==> config.mk <==
export PLATFORM = sky130hd
export DESIGN_NAME = pwl_table_loader
export DESIGN_NICKNAME = d
export VERILOG_FILES = /design/src/rtl/pwl_table_loader.sv
export SDC_FILE = /design/constraint.sdc
export NUM_CORES = 1
export LEC_CHECK = 0
export CAP_MARGIN = 20
export CORE_AREA = 2 2 93 95
export DETAILED_ROUTE_END_ITERATION = 10
export DIE_AREA = 0 0 95 97
export HOLD_SLACK_MARGIN = 0.03
export PLACE_DENSITY = 0.81
export SLEW_MARGIN = 10
export SYNTH_ARGS = -nofsm -noshare
export SYNTH_HDL_FRONTEND = slang
export SYNTH_SLANG_ARGS = --single-unit
export TNS_END_PERCENT = 20
==> constraint.sdc <==
create_clock -name i_clk -period 2.6 [get_ports i_clk]
set_clock_uncertainty 0.1 [all_clocks]
set_input_delay 0.39 -clock i_clk [delete_from_list [all_inputs] [get_ports i_clk]]
set_output_delay 0.39 -clock i_clk [all_outputs]
set_load 0.1 [all_outputs]
==> src/rtl/pwl_table_loader.sv <==
// Coefficient-table load sequencer: streams (wdata0, wdata1) pairs into consecutive table addresses.
// Optional PWL_LOAD_CHECK_EN adds a running XOR checksum compared against i_chk_expect at completion.
module pwl_table_loader #(
  parameter int addr_bits = 9,
  parameter int data_bits = 18
) (
  input  logic                        i_clk,
  input  logic                        i_rst,
  input  logic                        i_start,
  input  logic [addr_bits-1:0]        i_base_addr,
  input  logic [addr_bits:0]          i_count,
  input  logic                        i_abort,
  input  logic                        i_s_valid,
  input  logic signed [data_bits-1:0] i_s_data0,
  input  logic signed [data_bits-1:0] i_s_data1,
  output logic                        o_s_ready,
  output logic signed [data_bits-1:0] o_wdata0,
  output logic signed [data_bits-1:0] o_wdata1,
  output logic [addr_bits-1:0]        o_waddr,
  output logic                        o_we,
  output logic                        o_busy,
  output logic                        o_done,
  input  logic [data_bits-1:0]        i_chk_expect,
  output logic                        o_chk_err
);

  typedef enum logic {IDLE, LOAD} state_t;

  localparam logic [addr_bits:0] DEPTH = {1'b1, {addr_bits{1'b0}}};

  state_t                r_state;
  logic [addr_bits-1:0]  r_ptr;
  logic [addr_bits:0]    r_rem;
  logic [addr_bits:0]    w_eff;
  logic                  w_acc_start;
  logic                  w_hs;
  logic                  w_last;

  // Requests beyond the table depth saturate so each address is written at most once.
  assign w_eff       = (i_count > DEPTH) ? DEPTH : i_count;
  assign w_acc_start = (r_state == IDLE) && i_start && !i_abort;
  assign o_s_ready   = (r_state == LOAD) && !i_abort;
  assign w_hs        = o_s_ready && i_s_valid;
  assign w_last      = (r_rem == (addr_bits+1)'(1));

  always_ff @(posedge i_clk or negedge i_rst) begin
    if (!i_rst) begin
      r_state  <= IDLE;
      r_ptr    <= '0;
      r_rem    <= '0;
      o_wdata0 <= '0;
      o_wdata1 <= '0;
      o_waddr  <= '0;
      o_we     <= 1'b0;
      o_busy   <= 1'b0;
      o_done   <= 1'b0;
    end else begin
      o_we   <= 1'b0;
      o_done <= 1'b0;
      case (r_state)
        IDLE: begin
          if (w_acc_start) begin
            r_ptr <= i_base_addr;
            r_rem <= w_eff;
            if (w_eff == '0) begin
              o_done <= 1'b1;
            end else begin
              r_state <= LOAD;
              o_busy  <= 1'b1;
            end
          end
        end
        LOAD: begin
          if (i_abort) begin
            r_state <= IDLE;
            o_busy  <= 1'b0;
          end else if (w_hs) begin
            o_wdata0 <= i_s_data0;
            o_wdata1 <= i_s_data1;
            o_waddr  <= r_ptr;
            o_we     <= 1'b1;
            r_ptr    <= r_ptr + addr_bits'(1);
            r_rem    <= r_rem - (addr_bits+1)'(1);
            if (w_last) begin
              r_state <= IDLE;
              o_busy  <= 1'b0;
              o_done  <= 1'b1;
            end
          end
        end
        default: r_state <= IDLE;
      endcase
    end
  end

`ifdef PWL_LOAD_CHECK_EN
  logic [data_bits-1:0] r_xor;
  logic [data_bits-1:0] r_chk_exp;
  logic [data_bits-1:0] w_xor_nxt;

  assign w_xor_nxt = r_xor ^ i_s_data0 ^ i_s_data1;

  always_ff @(posedge i_clk or negedge i_rst) begin
    if (!i_rst) begin
      r_xor     <= '0;
      r_chk_exp <= '0;
      o_chk_err <= 1'b0;
    end else if (w_acc_start) begin
      r_xor     <= '0;
      r_chk_exp <= i_chk_expect;
      // Empty load completes immediately, comparing the cleared checksum.
      o_chk_err <= (w_eff == '0) && (i_chk_expect != '0);
    end else if (w_hs) begin
      r_xor <= w_xor_nxt;
      if (w_last) o_chk_err <= (w_xor_nxt != r_chk_exp);
    end
  end
`else
  logic w_unused_chk;
  assign w_unused_chk = ^i_chk_expect;
  assign o_chk_err    = 1'b0;
`endif

endmodule
==> results.yml, run 1 <==
global_route:
  gr-total-overflow: 0
  grt_usage_pct: 17.1
  antenna_found_initial: 0
  grt_pass1_wl_um: 12500
  first_global_vias: 2664
  grt_max_degree: 32
floorplanning:
  fp.dieH_um: 97
  core_region_area_sq_um: 8130
  num_rows: 33
  fp.dieW_um: 95
  fp.dieArea_sq_um: 9220
  initial_core_util_pct: 39.2
  ioPinCount: 128
logic_synthesis:
  yosys.area.top_type_share_pct: 53.3
  ys_seq_area_share_pct: 53.3
  synth_nets: 359
  syn_inst: 278
  synth_top_flop_cell: "dfrtp_1"
  yosys-top-cells-area: "dfrtp_1 (53%), mux2_2 (12%), nand2_1 (4.9%)"
  synthesis.area_sq_um: 3190
  synth.distinct_cells: 54
  ys_warn_count: 0
  synth_async_sr_flop_share_pct: 100
  synth_edf_count: 0
  ys_top_cells_by_count: "dfrtp_1 (68), nand2_1 (42), mux2_2 (35), nor2_1 (11)"
  synth_area_leader_cell: "dfrtp_1"
  syn_avg_cell_area_sq_um: 11.5
  yosys.cell_count.top_type: "dfrtp_1"
  synth-seq-cells: 68
status:
  status: "finished, final reports clean"
timing:
  max-slew-margin-rel_pct: 42.4
  setup_violations: 0
  worst_pin_slew_ps: 861
  fmax_ghz: 0.479
  finalCritPeriodShare_pct: 80.4
  fin_crit_ps: 2090
  finalSetupTns_ps: 0
  hold_ws_ps: 383
  slew_violations: 0
  timing.final.hold_violations: 0
  rsz0062_at_grt: "no"
cts:
  cts_tree: "done"
  cts_root_buffer: "clkbuf_8"
  htreeDepth: 3
  cts_buffer_depth: 2
  numCtsBuffers: 9
  path_clk_slew_ps: 80
  clkSinkCount: 68
  cts_setup_buffers: 0
  clk_latency_ps: 340
critical_path:
  cp_top_family: "simple AND/OR/NAND/NOR gates"
  slowest_stage: "nor2_1"
  critPathBufInv: 1
  critPathCaptureType: "register"
  cp.depth: 5
  cp_data_arrival_time_ps: 2240
  regToRegSetupSlack_ps: 550
  critical_path_class: "input pin to register"
  crit_fanout: 12
  start_kind: "input pin"
  path_cells: "clkdlybuf4s50_1 > mux2i_4 > nor2_1 > o21ai_0 > a311oi_1"
  cp_data_required_time_ps: 2750
  max_stage_delay_ps: 680
  rr_worst_depth: 4
placed_design:
  place_congestion: 0.890
  dp_hpwl_um: 6050
  portBuffers: 108
routing:
  drc: 0
  wl_per_cell_um: 15.8
  via_per_inst: 5.18
  via_count: 2627
  routed_wl_um: 8000
  ant_nets: 0
  first_pass_iters: 4
  drt_iter0_drc: 159
min_path:
  hold_depth: 2
  hold_path.class: "register to register"
layout:
  final_util_pct: 55.3
  fillers: 688
  insertedDiodeCount: 0
  drive_gt1_share_pct: 31.3
  nets: 478
  area_growth_pct: 40.9
power:
  irDropWorstVdd_mv: 0.531
  power.density_nw_per_um2: 1210
  p_leak_uw: 0.00196
run:
  maxCapViolations: 0
==> per-layer routing <==
metal	vias to the layer above	wire [um]	GRT usage (%)
li1	1239	-	-
met1	1236	3250	20.5
met2	138	3800	28.3
met3	14	845	5.37
met4	0	112	6.58
met5	-	0	0
==> cell families after synthesis <==
group	synth area share (%)
AO/OA/AOI/OAI	10.9
adder cells (fa/ha/maj)	1.18
buffers and inverters	4.12
flip-flops	53.3
multiplexers	15.0
other	0.118
AND/OR/NAND/NOR	15.4
==> cell usage in the layout (no fill, tap or decap), types with 2 or more instances in the layout <==
cell type / Yosys / layout
dfrtp_1: 68 / 68
buf_4: 3 / 59
clkdlybuf4s50_1: 0 / 58
nand2_1: 42 / 42
mux2_2: 35 / 35
nor2_1: 11 / 11
o21ai_0: 9 / 9
a21oi_1: 9 / 9
clkbuf_8: 0 / 9
nor3_1: 7 / 7
nand3_1: 7 / 7
a22oi_1: 6 / 6
inv_1: 5 / 5
nor4_1: 4 / 4
nand4b_1: 4 / 4
mux2i_1: 4 / 4
o21ai_1: 4 / 4
nor2b_1: 3 / 3
ha_1: 3 / 3
mux2_1: 2 / 2
a311oi_1: 2 / 2
o22ai_1: 2 / 2
nand2b_1: 2 / 2
a2bb2oi_2: 2 / 2
a2bb2oi_1: 2 / 2
a211oi_1: 2 / 2
or3_1: 2 / 2
a31oi_1: 2 / 2
and3_1: 2 / 2
clkinv_4: 0 / 2
clkinvlp_4: 0 / 2
buf_12: 0 / 2
==> worst paths after layout <==
check	startpoint	to
max	i_s_valid	r_rem[7]
min	o_waddr[6]	o_waddr[6]
max reg2reg	r_state	r_rem[7]
min reg2reg	o_waddr[6]	o_waddr[6]
max in group asynchronous	i_rst	o_waddr[6]
min in group asynchronous	i_rst	o_wdata1[15]
==> state kept, by name, summed over array words and instances, names as in the netlist <==
name and flops:
r_rem 10, o_wdata0 18, o_busy 1, o_wdata1 18, o_we 1, o_done 1
o_waddr 9, r_state 1, r_ptr 9
==> cell type report <==
| class | instances | area (sq um) | area share (%) |
|---|---|---|---|
| clock inverters | 7 | 76.3 | 1.70 |
| flip-flops and latches | 68 | 1700 | 37.9 |
| well taps | 105 | 131 | 2.92 |
| inverters | 6 | 25.0 | 0.557 |
| multi-input cells | 191 | 1360 | 30.2 |
| repair buffers | 121 | 1080 | 24.0 |
| clock buffers | 9 | 124 | 2.76 |
==> timing repair <==
action,4_1_cts,5_1_grt
hold endpoints to repair,28,0
endpoints found under the setup margin,0,0
hold buffers,1,0
gates resized for setup,0,0
==> tightest hold or removal path, cell delays in order (launching register included) <==
cell and delay, ps:
dfrtp_1 350, nand2_1 50, nand2_1 50
==> power breakdown <==
| group | switching [uW] | internal, uW | total, uW |
|---|---|---|---|
| clock | 424 | 447 | 871 |
| combinational | 2170 | 727 | 2890 |
| sequential | 285 | 1390 | 1670 |
==> per-stage QoR <==
step / power, uW / area [sq um] / std cells / setup WS (ps)
after detailed placement: 4590 / 4280 / 490 / 145
after floorplan: 3890 / 3190 / 278 / 455
final: 5440 / 4490 / 507 / 510
after global placement: 4530 / 4280 / 490 / 189
after global routing: 5660 / 4490 / 507 / 320
after CTS: 5470 / 4490 / 507 / 525
(Power assumes the default switching activity.)
==> inputs of run 2 (changes only) <==
==> constraint.sdc (replaced) <==
create_clock -name i_clk -period 2.05 [get_ports i_clk]
set_clock_uncertainty 0.1 [all_clocks]
set_input_delay 0.3075 -clock i_clk [delete_from_list [all_inputs] [get_ports i_clk]]
set_output_delay 0.3075 -clock i_clk [all_outputs]
set_load 0.1 [all_outputs]
==> results.yml, run 2 (same netlist as run 1, synthesis figures left out) <==
status:
  status: "finished, final reports clean"
critical_path:
  cp_top_family: "simple AND/OR/NAND/NOR gates"
  rr_worst_depth: 5
  critical_path_class: "register to register"
  regToRegSetupSlack_ps: 250
  crit_fanout: 17
  slowest_stage: "or3b_2"
  cp_data_arrival_time_ps: 1960
  critPathBufInv: 1
  cp.depth: 5
  path_cells: "buf_4 > or3b_2 > nor2_4 > a22oi_1 > o21ai_0"
  start_kind: "register"
  rr_endpoint: "r_rem[4]"
  worstReg2RegStart: "r_state"
  cp_data_required_time_ps: 2210
  critPathCaptureType: "register"
  max_stage_delay_ps: 620
cts:
  clk_latency_ps: 340
  numCtsBuffers: 9
  cts_buffer_depth: 2
  cts_root_buffer: "clkbuf_8"
  cts_resized: 0
  clkSinkCount: 68
  cts_tree: "done"
  htreeDepth: 3
  path_clk_slew_ps: 80
  ctsHoldBuffers: 1
  cts_setup_buffers: 0
timing:
  hold_ws_ps: 380
  finalCritPeriodShare_pct: 87.9
  fmax_ghz: 0.555
  fin_crit_ps: 1800
  finalSetupTns_ps: 0
  slew_violations: 0
  setup_slack_ps: 249
  rsz0062_at_grt: "no"
  setup_violations: 0
  timing.final.hold_violations: 0
  worst_pin_slew_ps: 539
  max-slew-margin-rel_pct: 64.0
routing:
  wl_per_cell_um: 15.4
  drt_iter0_drc: 162
  ant_nets: 0
  drc: 0
  routed_wl_um: 7820
  via_per_inst: 5.14
  first_pass_iters: 4
  via_count: 2615
layout:
  insertedDiodeCount: 0
  area_growth_pct: 43.8
  nets: 480
  reg_top3: "o_wdata0: 18 flops, o_wdata1: 18 flops, r_rem: 10 flops"
  fillers: 669
  regArea_sq_um: 1700
  drive_gt1_share_pct: 31.7
  multi_input_comb_area_sq_um: 1360
  final_common_cell: "dfrtp_1"
  instances_no_fill: 509
  mostFrequentLayoutCells: "dfrtp_1 (68), buf_4 (60), clkdlybuf4s50_1 (58)"
placed_design:
  portBuffers: 108
  dp_hpwl_um: 5840
  post-place-ws_ps: -7.53
  dp.cells: 492
  place_congestion: 0.878
floorplanning:
  ioPinCount: 128
  core_region_area_sq_um: 8130
  initial_core_util_pct: 39.2
  fp.dieH_um: 97
  fp.dieW_um: 95
  fp.dieArea_sq_um: 9220
  num_rows: 33
power:
  irDropWorstVdd_mv: 0.548
  power.density_nw_per_um2: 1560
  p_leak_uw: 0.00201
min_path:
  min-delay-start: "o_waddr[3]"
  hold_end: "o_waddr[3]"
  hold_path.class: "register to register"
  hold_depth: 2
run:
  maxCapViolations: 0
global_route:
  grt_max_degree: 69
  antenna_found_initial: 0
  grt_usage_pct: 16.9
  gr-total-overflow: 0
  grt_pass1_wl_um: 12200
  first_global_vias: 2476
==> run 2: worst reg2reg max path: stages (launching register included) <==
cell,delay (ps)
dfrtp_1,430
buf_4,230
or3b_2,620
nor2_4,160
a22oi_1,90
o21ai_0,100
==> run 2: power by group <==
part / leakage [uW] / internal, uW / switching [uW]
Combinational: 0.00107 / 933 / 2750
Sequential: 0.000820 / 1760 / 348
Clock: 0.000126 / 879 / 505
Total: 0.00201 / 3570 / 3600
==> run 2: through the flow <==
stage          total power, uW  area, sq um  util (%)
3_5_place_dp              5840         4320      53.1
5_1_grt                   7490         4590      56.4
6_report                  7180         4590      56.4
4_1_cts                   7230         4590      56.4
3_3_place_gp              5760         4320      53.1
2_1_floorplan             4930         3200         -
==> run 2: per-layer routing <==
layer / vias to the layer above / wire, um / track usage [%]
met2: 125 / 3730 / 27.9
li1: 1245 / - / -
met3: 10 / 782 / 3.74
met1: 1235 / 3180 / 21.2
met5: - / 0 / 0
met4: 0 / 116 / 6.69
==> run 2: worst max path at each step <==
stage / from / endpoint / slack (ps)
floorplan: r_state / o_wdata0[14] / 3
global placement: i_abort / r_ptr[7] / 10
detailed placement: i_abort / r_ptr[7] / -8
CTS: r_state / r_rem[4] / 230
global route: r_rem[0] / r_rem[6] / 120
finish: r_state / r_rem[4] / 250
==> run 2: area by class of cell <==
cell class | count | share of cell area [%]
inverter | 6 | 0.600
clock buffer | 11 | 3.30
multi-input combinational | 191 | 29.7
clock inverter | 5 | 2.32
sequential | 68 | 37.1
timing repair buffer | 123 | 24.1
tap | 105 | 2.86
